--- src/rtl/fetch_if.sv ---
// Fetch-stage bus: hazard/decode/branch controls in, instruction memory
// port, and the IF/ID-facing outputs. slave = fetch unit, master = environment.
interface fetch_if;
  logic        StopPC;
  logic        Halt;
  logic        BranchTaken;
  logic [15:0] BranchTarget;
  logic        JumpTaken;
  logic [15:0] JumpTarget;
  logic [15:0] ImemData;
  logic [15:0] ImemAddr;
  logic        ImemEn;
  logic [15:0] PCOUT;
  logic [15:0] InstructionOut;
  logic [15:0] OldInstruction;
  logic        FlushOut;
  logic        ValidOut;
  logic        Halted;

  modport slave (
    input  StopPC, Halt, BranchTaken, BranchTarget, JumpTaken, JumpTarget, ImemData,
    output ImemAddr, ImemEn, PCOUT, InstructionOut, OldInstruction, FlushOut,
           ValidOut, Halted
  );

  modport master (
    output StopPC, Halt, BranchTaken, BranchTarget, JumpTaken, JumpTarget, ImemData,
    input  ImemAddr, ImemEn, PCOUT, InstructionOut, OldInstruction, FlushOut,
           ValidOut, Halted
  );
endinterface

--- src/rtl/fetch_unit.sv ---
// Instruction fetch: PC register with redirect/stall/halt control, feeding a
// synchronous-read instruction memory. Memory data for PC P arrives the cycle
// PCOUT shows P, so InstructionOut is steered from ImemData, except after a
// stall where the memory has moved on and a held copy is replayed instead.
module fetch_unit #(
  parameter logic [15:0] RESET_PC = 16'h0000,
  parameter logic [15:0] PC_INC   = 16'd1,
  parameter logic [15:0] NOP      = 16'h0000
) (
  input logic   clk,
  input logic   rst,
  fetch_if.slave fi
);

  typedef enum logic [1:0] {RUN, STALL, HALT} state_t;

  state_t      state_q, state_d;
  logic [15:0] pc_q, pc_d;
  logic [15:0] pcout_q, pcout_d;
  logic [15:0] hold_q, hold_d;     // instruction replayed while stalled
  logic        held_q, held_d;     // InstructionOut comes from hold_q
  logic [15:0] old_q, old_d;
  logic        flush_q, flush_d;
  logic        valid_q, valid_d;
  logic [15:0] instr_out;
  logic        redirect;

  assign redirect = fi.BranchTaken | fi.JumpTaken;

  // Instruction presented to IF/ID: NOP when halted or nothing fetched yet.
  always_comb begin
    instr_out = NOP;
    if (state_q != HALT) begin
      if (held_q)       instr_out = hold_q;
      else if (valid_q) instr_out = fi.ImemData;
    end
  end

  // Next-state and datapath control; HALT is sticky until reset.
  always_comb begin
    state_d = state_q;
    pc_d    = pc_q;
    pcout_d = pcout_q;
    hold_d  = hold_q;
    held_d  = held_q;
    old_d   = old_q;
    flush_d = flush_q;
    valid_d = valid_q;
    if (state_q != HALT) begin
      if (!fi.StopPC) old_d = instr_out;
      if (fi.Halt) begin
        // Halt beats any redirect: PC frozen, no squash pulse.
        state_d = HALT;
        flush_d = 1'b0;
        valid_d = 1'b0;
        held_d  = 1'b0;
      end else begin
        state_d = fi.StopPC ? STALL : RUN;
        flush_d = 1'b0;
        if (redirect) begin
          // Redirect overrides a stall; the in-flight instruction is wrong-path.
          pc_d    = fi.BranchTaken ? fi.BranchTarget : fi.JumpTarget;
          pcout_d = pc_q;
          valid_d = 1'b1;
          held_d  = 1'b0;
          flush_d = 1'b1;
        end else if (fi.StopPC) begin
          held_d = 1'b1;
          hold_d = instr_out;
        end else begin
          pc_d    = pc_q + PC_INC;
          pcout_d = pc_q;
          valid_d = 1'b1;
          held_d  = 1'b0;
        end
      end
    end
  end

  // State registers with synchronous reset.
  always_ff @(posedge clk) begin
    if (rst) begin
      state_q <= RUN;
      pc_q    <= RESET_PC;
      pcout_q <= RESET_PC;
      hold_q  <= NOP;
      held_q  <= 1'b0;
      old_q   <= NOP;
      flush_q <= 1'b0;
      valid_q <= 1'b0;
    end else begin
      state_q <= state_d;
      pc_q    <= pc_d;
      pcout_q <= pcout_d;
      hold_q  <= hold_d;
      held_q  <= held_d;
      old_q   <= old_d;
      flush_q <= flush_d;
      valid_q <= valid_d;
    end
  end

  assign fi.ImemAddr       = pc_q;
  assign fi.ImemEn         = (state_q != HALT);
  assign fi.PCOUT          = pcout_q;
  assign fi.InstructionOut = instr_out;
  assign fi.OldInstruction = old_q;
  assign fi.FlushOut       = flush_q;
  assign fi.ValidOut       = valid_q;
  assign fi.Halted         = (state_q == HALT);

endmodule
--- src/flat_wrapper.sv ---
// flat-port wrapper written by rule: the top's interface ports become plain ports
module fetch_unit_flat 
#(
  parameter logic [15:0] RESET_PC = 16'h0000,
  parameter logic [15:0] PC_INC   = 16'd1,
  parameter logic [15:0] NOP      = 16'h0000
)
  (clk, rst, fi_StopPC, fi_Halt, fi_BranchTaken, fi_BranchTarget, fi_JumpTaken, fi_JumpTarget, fi_ImemData, fi_ImemAddr, fi_ImemEn, fi_PCOUT, fi_InstructionOut, fi_OldInstruction, fi_FlushOut, fi_ValidOut, fi_Halted);
  fetch_if fi_i ();
  input logic clk;
  input logic rst;
  input wire logic [$bits(fi_i.StopPC)-1:0] fi_StopPC;
  input wire logic [$bits(fi_i.Halt)-1:0] fi_Halt;
  input wire logic [$bits(fi_i.BranchTaken)-1:0] fi_BranchTaken;
  input wire logic [$bits(fi_i.BranchTarget)-1:0] fi_BranchTarget;
  input wire logic [$bits(fi_i.JumpTaken)-1:0] fi_JumpTaken;
  input wire logic [$bits(fi_i.JumpTarget)-1:0] fi_JumpTarget;
  input wire logic [$bits(fi_i.ImemData)-1:0] fi_ImemData;
  output wire logic [$bits(fi_i.ImemAddr)-1:0] fi_ImemAddr;
  output wire logic [$bits(fi_i.ImemEn)-1:0] fi_ImemEn;
  output wire logic [$bits(fi_i.PCOUT)-1:0] fi_PCOUT;
  output wire logic [$bits(fi_i.InstructionOut)-1:0] fi_InstructionOut;
  output wire logic [$bits(fi_i.OldInstruction)-1:0] fi_OldInstruction;
  output wire logic [$bits(fi_i.FlushOut)-1:0] fi_FlushOut;
  output wire logic [$bits(fi_i.ValidOut)-1:0] fi_ValidOut;
  output wire logic [$bits(fi_i.Halted)-1:0] fi_Halted;
  assign fi_i.StopPC = fi_StopPC;
  assign fi_i.Halt = fi_Halt;
  assign fi_i.BranchTaken = fi_BranchTaken;
  assign fi_i.BranchTarget = fi_BranchTarget;
  assign fi_i.JumpTaken = fi_JumpTaken;
  assign fi_i.JumpTarget = fi_JumpTarget;
  assign fi_i.ImemData = fi_ImemData;
  assign fi_ImemAddr = fi_i.ImemAddr;
  assign fi_ImemEn = fi_i.ImemEn;
  assign fi_PCOUT = fi_i.PCOUT;
  assign fi_InstructionOut = fi_i.InstructionOut;
  assign fi_OldInstruction = fi_i.OldInstruction;
  assign fi_FlushOut = fi_i.FlushOut;
  assign fi_ValidOut = fi_i.ValidOut;
  assign fi_Halted = fi_i.Halted;
  fetch_unit #(.RESET_PC(RESET_PC), .PC_INC(PC_INC), .NOP(NOP)) u_core (.clk(clk), .rst(rst), .fi(fi_i));
endmodule
--- config.mk ---
export PLATFORM = sky130hd
export DESIGN_NAME = fetch_unit_flat
export DESIGN_NICKNAME = d
export VERILOG_FILES = /design/src/rtl/fetch_if.sv /design/src/rtl/fetch_unit.sv /design/src/flat_wrapper.sv
export SDC_FILE = /design/constraint.sdc
export NUM_CORES = 1
export LEC_CHECK = 0
export CORE_MARGIN = 2
export CORE_UTILIZATION = 40
export CTS_BUF_LIST = sky130_fd_sc_hd__clkbuf_8 sky130_fd_sc_hd__clkbuf_16
export DETAILED_ROUTE_END_ITERATION = 6
export GPL_ROUTABILITY_DRIVEN = 1
export PLACE_DENSITY_LB_ADDON = 0.12
export SYNTH_ARGS = -nofsm -noshare
export SYNTH_HDL_FRONTEND = slang
export SYNTH_SLANG_ARGS = --single-unit
--- constraint.sdc ---
create_clock -name clk -period 1.7 [get_ports clk]
set_clock_uncertainty 0.05 [all_clocks]
set_input_delay 0.17 -clock clk [delete_from_list [all_inputs] [get_ports clk]]
set_output_delay 0.17 -clock clk [all_outputs]
set_load 0.05 [all_outputs]
== Word-level counts from Yosys, hierarchy flattened ==
Index checks and enable logic that the tools add are counted.
Storage, ports and cells
  memories kept: 0
  output and inout bits: 68
  ROM bits: 0
  register bits: 69
  memory bits (writable): 0
  latch bits: 0
  bits of input ports: 54
  logic and storage cells: 39
Operators by class
  $mul: 0
  bitwise operators: 4
  shift operators: 0
  mux-type cells: 18
  equal/unequal tests: 4
  div/mod/pow operators: 0
  $lt $le $gt $ge: 0
  reductions and logical operators: 4
  add/sub/neg operators: 1
Operator list (number)
  16-bit two-way mux: 8
  16-bit by 1-bit adder with 16-bit output (second input constant): 1
  1-bit two-way mux: 9
  2-bit AND reduction: 2
  4-bit AND reduction: 1
  3-bit by 1-bit != test with 1-bit output (second input constant): 1
  1-bit inverter: 3
  3-bit AND reduction: 1
  2-bit == test (second input constant): 1
  2-bit two-way mux: 1
  2-bit by 1-bit != test with 1-bit output (second input constant): 1
  2-bit != test (second input constant): 1
  1-bit bitwise OR: 1

== Logic depth before layout (Yosys ltp) ==
Gate-level depths: netlist of the first run.
  depth after elaboration: 3
  depth in mapped cells: 7
  depth with buffers taken out: 5

== Worst setup path after synthesis of the first run ==
Ideal clock, no wire load.
  path type: register to output
  start point: reg u_core.state_q[0]
  end point: out fi_InstructionOut[0]
  data required time: 1480 ps
  stages on the path, launching flop included: 6
  path slack: -700 ps
  data arrival time: 2180 ps
  buffers on the path: 2
  path through: dfxtp_1 nand2b_2 inv_2 buf_1 buf_1 nor2_1
Between the ends
  word-level cells in the longest chain between the ends: 2
RTL lines
  from (decl): line fetch_unit.sv:17  | state_t state_q, state_d;
  from (signal assigned): line fetch_unit.sv:92  | state_q <= state_d;
  2-bit != test
  net fi_ImemEn: line flat_wrapper.sv:20  | output wire logic [$bits(fi_i.ImemEn)-1:0] fi_ImemEn;
  16-bit two-way mux: line fetch_unit.sv:33  | if (state_q != HALT) begin
  to (decl): line flat_wrapper.sv:22  | output wire logic [$bits(fi_i.InstructionOut)-1:0] fi_InstructionOut;
The timed path passes the listed nets, and every way through them passes these cells.

== Worst setup path in the final report of the first run ==
  start point: reg u_core.valid_q, in the netlist u_core.fi.ValidOut
  end point: out fi_InstructionOut[4]
Between the ends
  word-level cells in the longest chain between the ends: 3
RTL lines
  from (decl): line fetch_unit.sv:24  | logic valid_q, valid_d;
  from (signal assigned): line fetch_unit.sv:99  | valid_q <= valid_d;
  16-bit two-way mux: line fetch_unit.sv:35  | else if (valid_q) instr_out = fi.ImemData;
  16-bit two-way mux: line fetch_unit.sv:34  | if (held_q) instr_out = hold_q;
  16-bit two-way mux: line fetch_unit.sv:33
Every way passes these cells.

==> results of run 1 <==
-- area by class of cell --
class | instances | area [µm²]
clock buffer | 9 | 124
clock inverter | 6 | 65.1
timing repair buffer | 165 | 1700
sequential | 69 | 1410
tap | 102 | 128
multi-input combinational | 287 | 1810
fill | 619 | 2470
inverter | 4 | 17.5
-- worst paths after layout --
kind	from	end	slack, ps	depth (start not counted)
setup / recovery	u_core.fi.ValidOut$_SDFFE_PP0P_	fi_InstructionOut[4]	-40	5
hold / removal	rst	u_core.state_q[1]$_SDFFE_PP0N_	110	2
setup reg to reg	u_core.state_q[0]$_SDFFE_PP0N_	u_core.fi.ImemAddr[11]$_SDFFE_PP0P_	90	5
hold reg to reg	u_core.fi.PCOUT[0]$_SDFFE_PP0P_	u_core.fi.PCOUT[0]$_SDFFE_PP0P_	400	2
-- power by group through the flow --
| stage | Clock (mW) | Combinational, mW | Sequential (mW) |
|---|---|---|---|
| 2_1_floorplan | 0 | 0.425 | 2.01 |
| 6_report | 1.30 | 1.16 | 1.76 |
| 5_1_grt | 1.40 | 1.23 | 1.77 |
| 3_3_place_gp | 0 | 1.13 | 1.80 |
| 4_1_cts | 1.31 | 1.15 | 1.76 |
| 3_5_place_dp | 0 | 1.14 | 1.80 |
-- per-layer routing --
| metal | vias up | wire length (µm) |
|---|---|---|
| li1 | 1710 | - |
| met1 | 1608 | 4410 |
| met2 | 110 | 4650 |
| met3 | 12 | 591 |
| met4 | 0 | 136 |
| met5 | - | 0 |
-- cells in the mapped netlist, types with 2 or more instances --
| library cell | n |
|---|---|
| buf_1 | 3 |
| nor2_1 | 61 |
| a32o_1 | 4 |
| nor2b_1 | 3 |
| nand4_1 | 5 |
| o31a_1 | 2 |
| nor3_1 | 5 |
| a211oi_1 | 33 |
| clkbuf_1 | 16 |
| a221o_1 | 3 |
| nand3b_1 | 2 |
| o21a_1 | 2 |
| a22oi_1 | 20 |
| a22o_1 | 5 |
| buf_2 | 11 |
| nor4_1 | 9 |
| o21ai_0 | 11 |
| buf_4 | 2 |
| nand3_1 | 10 |
| a21oi_1 | 26 |
| nand2_1 | 57 |
| inv_1 | 3 |
| nor3b_1 | 2 |
| a31oi_1 | 2 |
| a41oi_1 | 3 |
| dfxtp_1 | 69 |
-- cell families (layout without fill, tap and decap cells) --
family                     count (synthesis)  count (layout)  share of synthesized area
DFF                                       69              69                      0.435
and+or+nand+nor                          167             167                      0.239
AOI/OAI and AO/OA                        118             118                      0.264
buffers and inverters                     38             184                     0.0544
adders and majority gates                  1               1                    0.00394
muxes                                      1               1                    0.00315
-- cell usage in the layout (no fill, tap or decap), types with 9 or more instances in the layout --
master           Yosys  routed
buf_4                2      68
nand2_1             57      57
dfxtp_1             69      56
clkdlybuf4s50_1      0      52
nor2_1              61      44
a211oi_1            33      33
a21oi_1             26      26
buf_12               0      22
dlygate4sd2_1        0      14
nor2_4               0      11
o21ai_0             11      11
a22oi_2              0      10
a22oi_1             20      10
nand3_1             10      10
clkbuf_8             0       9
dfxtp_2              0       9
-- worst reg2reg max path: cells and delay by family, from the launching register on --
| kind | cells | cell delay (ps) |
|---|---|---|
| flip-flops | 1 | 330 |
| AND/OR/NAND/NOR | 2 | 550 |
| buffers and inverters | 2 | 220 |
| AO/OA/AOI/OAI | 1 | 350 |
-- stage by stage --
stage / hold slack (ps) / power, mW / setup slack, ps / cells
2_1_floorplan: 207 / 2.44 / 7.61 / 394
3_3_place_gp: 394 / 2.93 / -524 / 626
3_5_place_dp: 400 / 2.94 / -594 / 626
4_1_cts: 109 / 4.22 / -46.5 / 642
5_1_grt: 124 / 4.40 / -104 / 642
6_report: 112 / 4.22 / -41.7 / 642
-- flip-flops by register name (all words and copies together) (netlist names) --
signal	cells
u_core.fi.ImemAddr	16
u_core.fi.OldInstruction	16
u_core.fi.PCOUT	16
u_core.hold_q	16
u_core.state_q	2
u_core.fi.FlushOut	1
u_core.fi.ValidOut	1
u_core.held_q	1
-- repair_timing --
item,in CTS,in global routing
gates cloned,0,0
resized for setup,23,17
setup buffers,1,0
pin swaps,0,5
endpoints found under the setup margin,63,23
==> results_dict.tcl, run 1 <==
set metrics [dict create \
    hpwl_um 7070 \
    peakVddDrop_mv 0.505 \
    post_drt_wl_per_cell_um 15.2 \
    slowest_delay_ps 350 \
    grt_max_degree 61 \
    status "finished, violations left" \
    grt_overflow 0 \
    rsz0062_at_grt "true" \
    switchingPower_mw 1.38 \
    ys_ff_latch 69 \
    synth_area_leaders "dfxtp_1, a211oi_1, nor2_1" \
    fp.dieH_um 93.1 \
    clkSinkCount 69 \
    die_w_um 93.1 \
    ant_nets 0 \
    core_um2 7730 \
    grt_pass1_vias 3352 \
    rows 32 \
    hold_path_class "in2reg" \
    timing.fmax_mhz 574 \
    grt_use_met1 0.325 \
    grt_util_met3 0.0459 \
    grt_pass1_wl_um 16300 \
    synth_area_um2 3180 \
    drtIter0Drc 137 \
    cts_buffer_depth 2 \
    cp_top_family "flip-flops" \
    maxCapViolations 0 \
    p_clk_frac 0.308 \
    diodes 0 \
    ys_warn_count 0 \
    io_buffers 121 \
    met2_usage 0.371 \
    setup_viol 4 \
    synthDominantCellAreaShare 0.435 \
    period_share 1.02 \
    slew_headroom 0.663 \
    p_comb_frac 0.274 \
    ys_types 51 \
    powerDensity_nw_per_um2 803 \
    htree_levels 3 \
    critical_path_class "reg2out" \
    min_period_ps 1740 \
    end_kind "primary output" \
    synthCells 394 \
    die_area_um2 8670 \
    routabilityCongestion 0.880 \
    yosys.area.top_type "dfxtp_1" \
    crit_path_start_kind "flop" \
    ys_seq_area_frac 0.435 \
    dpl_cell_area_um2 4950 \
    syn_area_per_cell_um2 8.06 \
    synth_edf_count 0 \
    p_seq_frac 0.418 \
    crit_buf_inv 2 \
    grt_busiest_layer "met2" \
    p_leak_nw 2.03 \
    cp.arrival_ps 1520 \
    syn_to_final_growth_pct 65.4 \
    violations "negative setup slack" \
    via_per_inst 5.36 \
    fin_util 0.680 \
    io_pins 122 \
    fin_nets 591 \
    drcViolationCount 0 \
    worst_pin_slew_ps 505 \
    first_pass_iters 5 \
    clkTransAtPathRegs_ps 70 \
    crit_fanout 16 \
    async_flop_share 0 \
    setup_tns_ps -92.1 \
    power.internal_mw 2.84 \
    setup_slack_ps -41.7 \
    switching_share 0.326 \
    initial_utilization 0.411 \
    cts_buffers 9 \
    track_usage 0.235 \
    routed_wl_um 9790 \
    cp_slowest_cell "dfxtp_4" \
    final_cell_area_um2 5250 \
    hold_viol 0 \
    ctsHoldBuffers 0 \
    antenna_found_initial 0 \
    clkLatencyLatePin_ps 340 \
    cts_root_buffer "clkbuf_8" \
    drive_gt1_frac 0.302 \
    num_vias 3440 \
    critPathMostFrequentCell "buf_12" \
    synth_fp_nets 449 \
    path_cells "nor2b_4 > buf_12 > a22oi_1 > nor2_4 > buf_12" \
    synthFlopType "dfxtp_1" \
    cp.required_ps 1480 \
    tritoncts "done" \
    slew_viol_final 0 \
]
(Power assumes the default switching activity.)
==> run 2, diff against run 1 <==
--- a/config.mk
+++ b/config.mk
@@ -8,6 +8,7 @@
 export CORE_MARGIN = 2
 export CORE_UTILIZATION = 40
 export CTS_BUF_LIST = sky130_fd_sc_hd__clkbuf_8 sky130_fd_sc_hd__clkbuf_16
+export CTS_CLUSTER_SIZE = 8
 export DETAILED_ROUTE_END_ITERATION = 6
 export GPL_ROUTABILITY_DRIVEN = 1
 export PLACE_DENSITY_LB_ADDON = 0.12
==> results of run 2 <==
The final DEF is identical to that of run 1; final timing and power are the same.
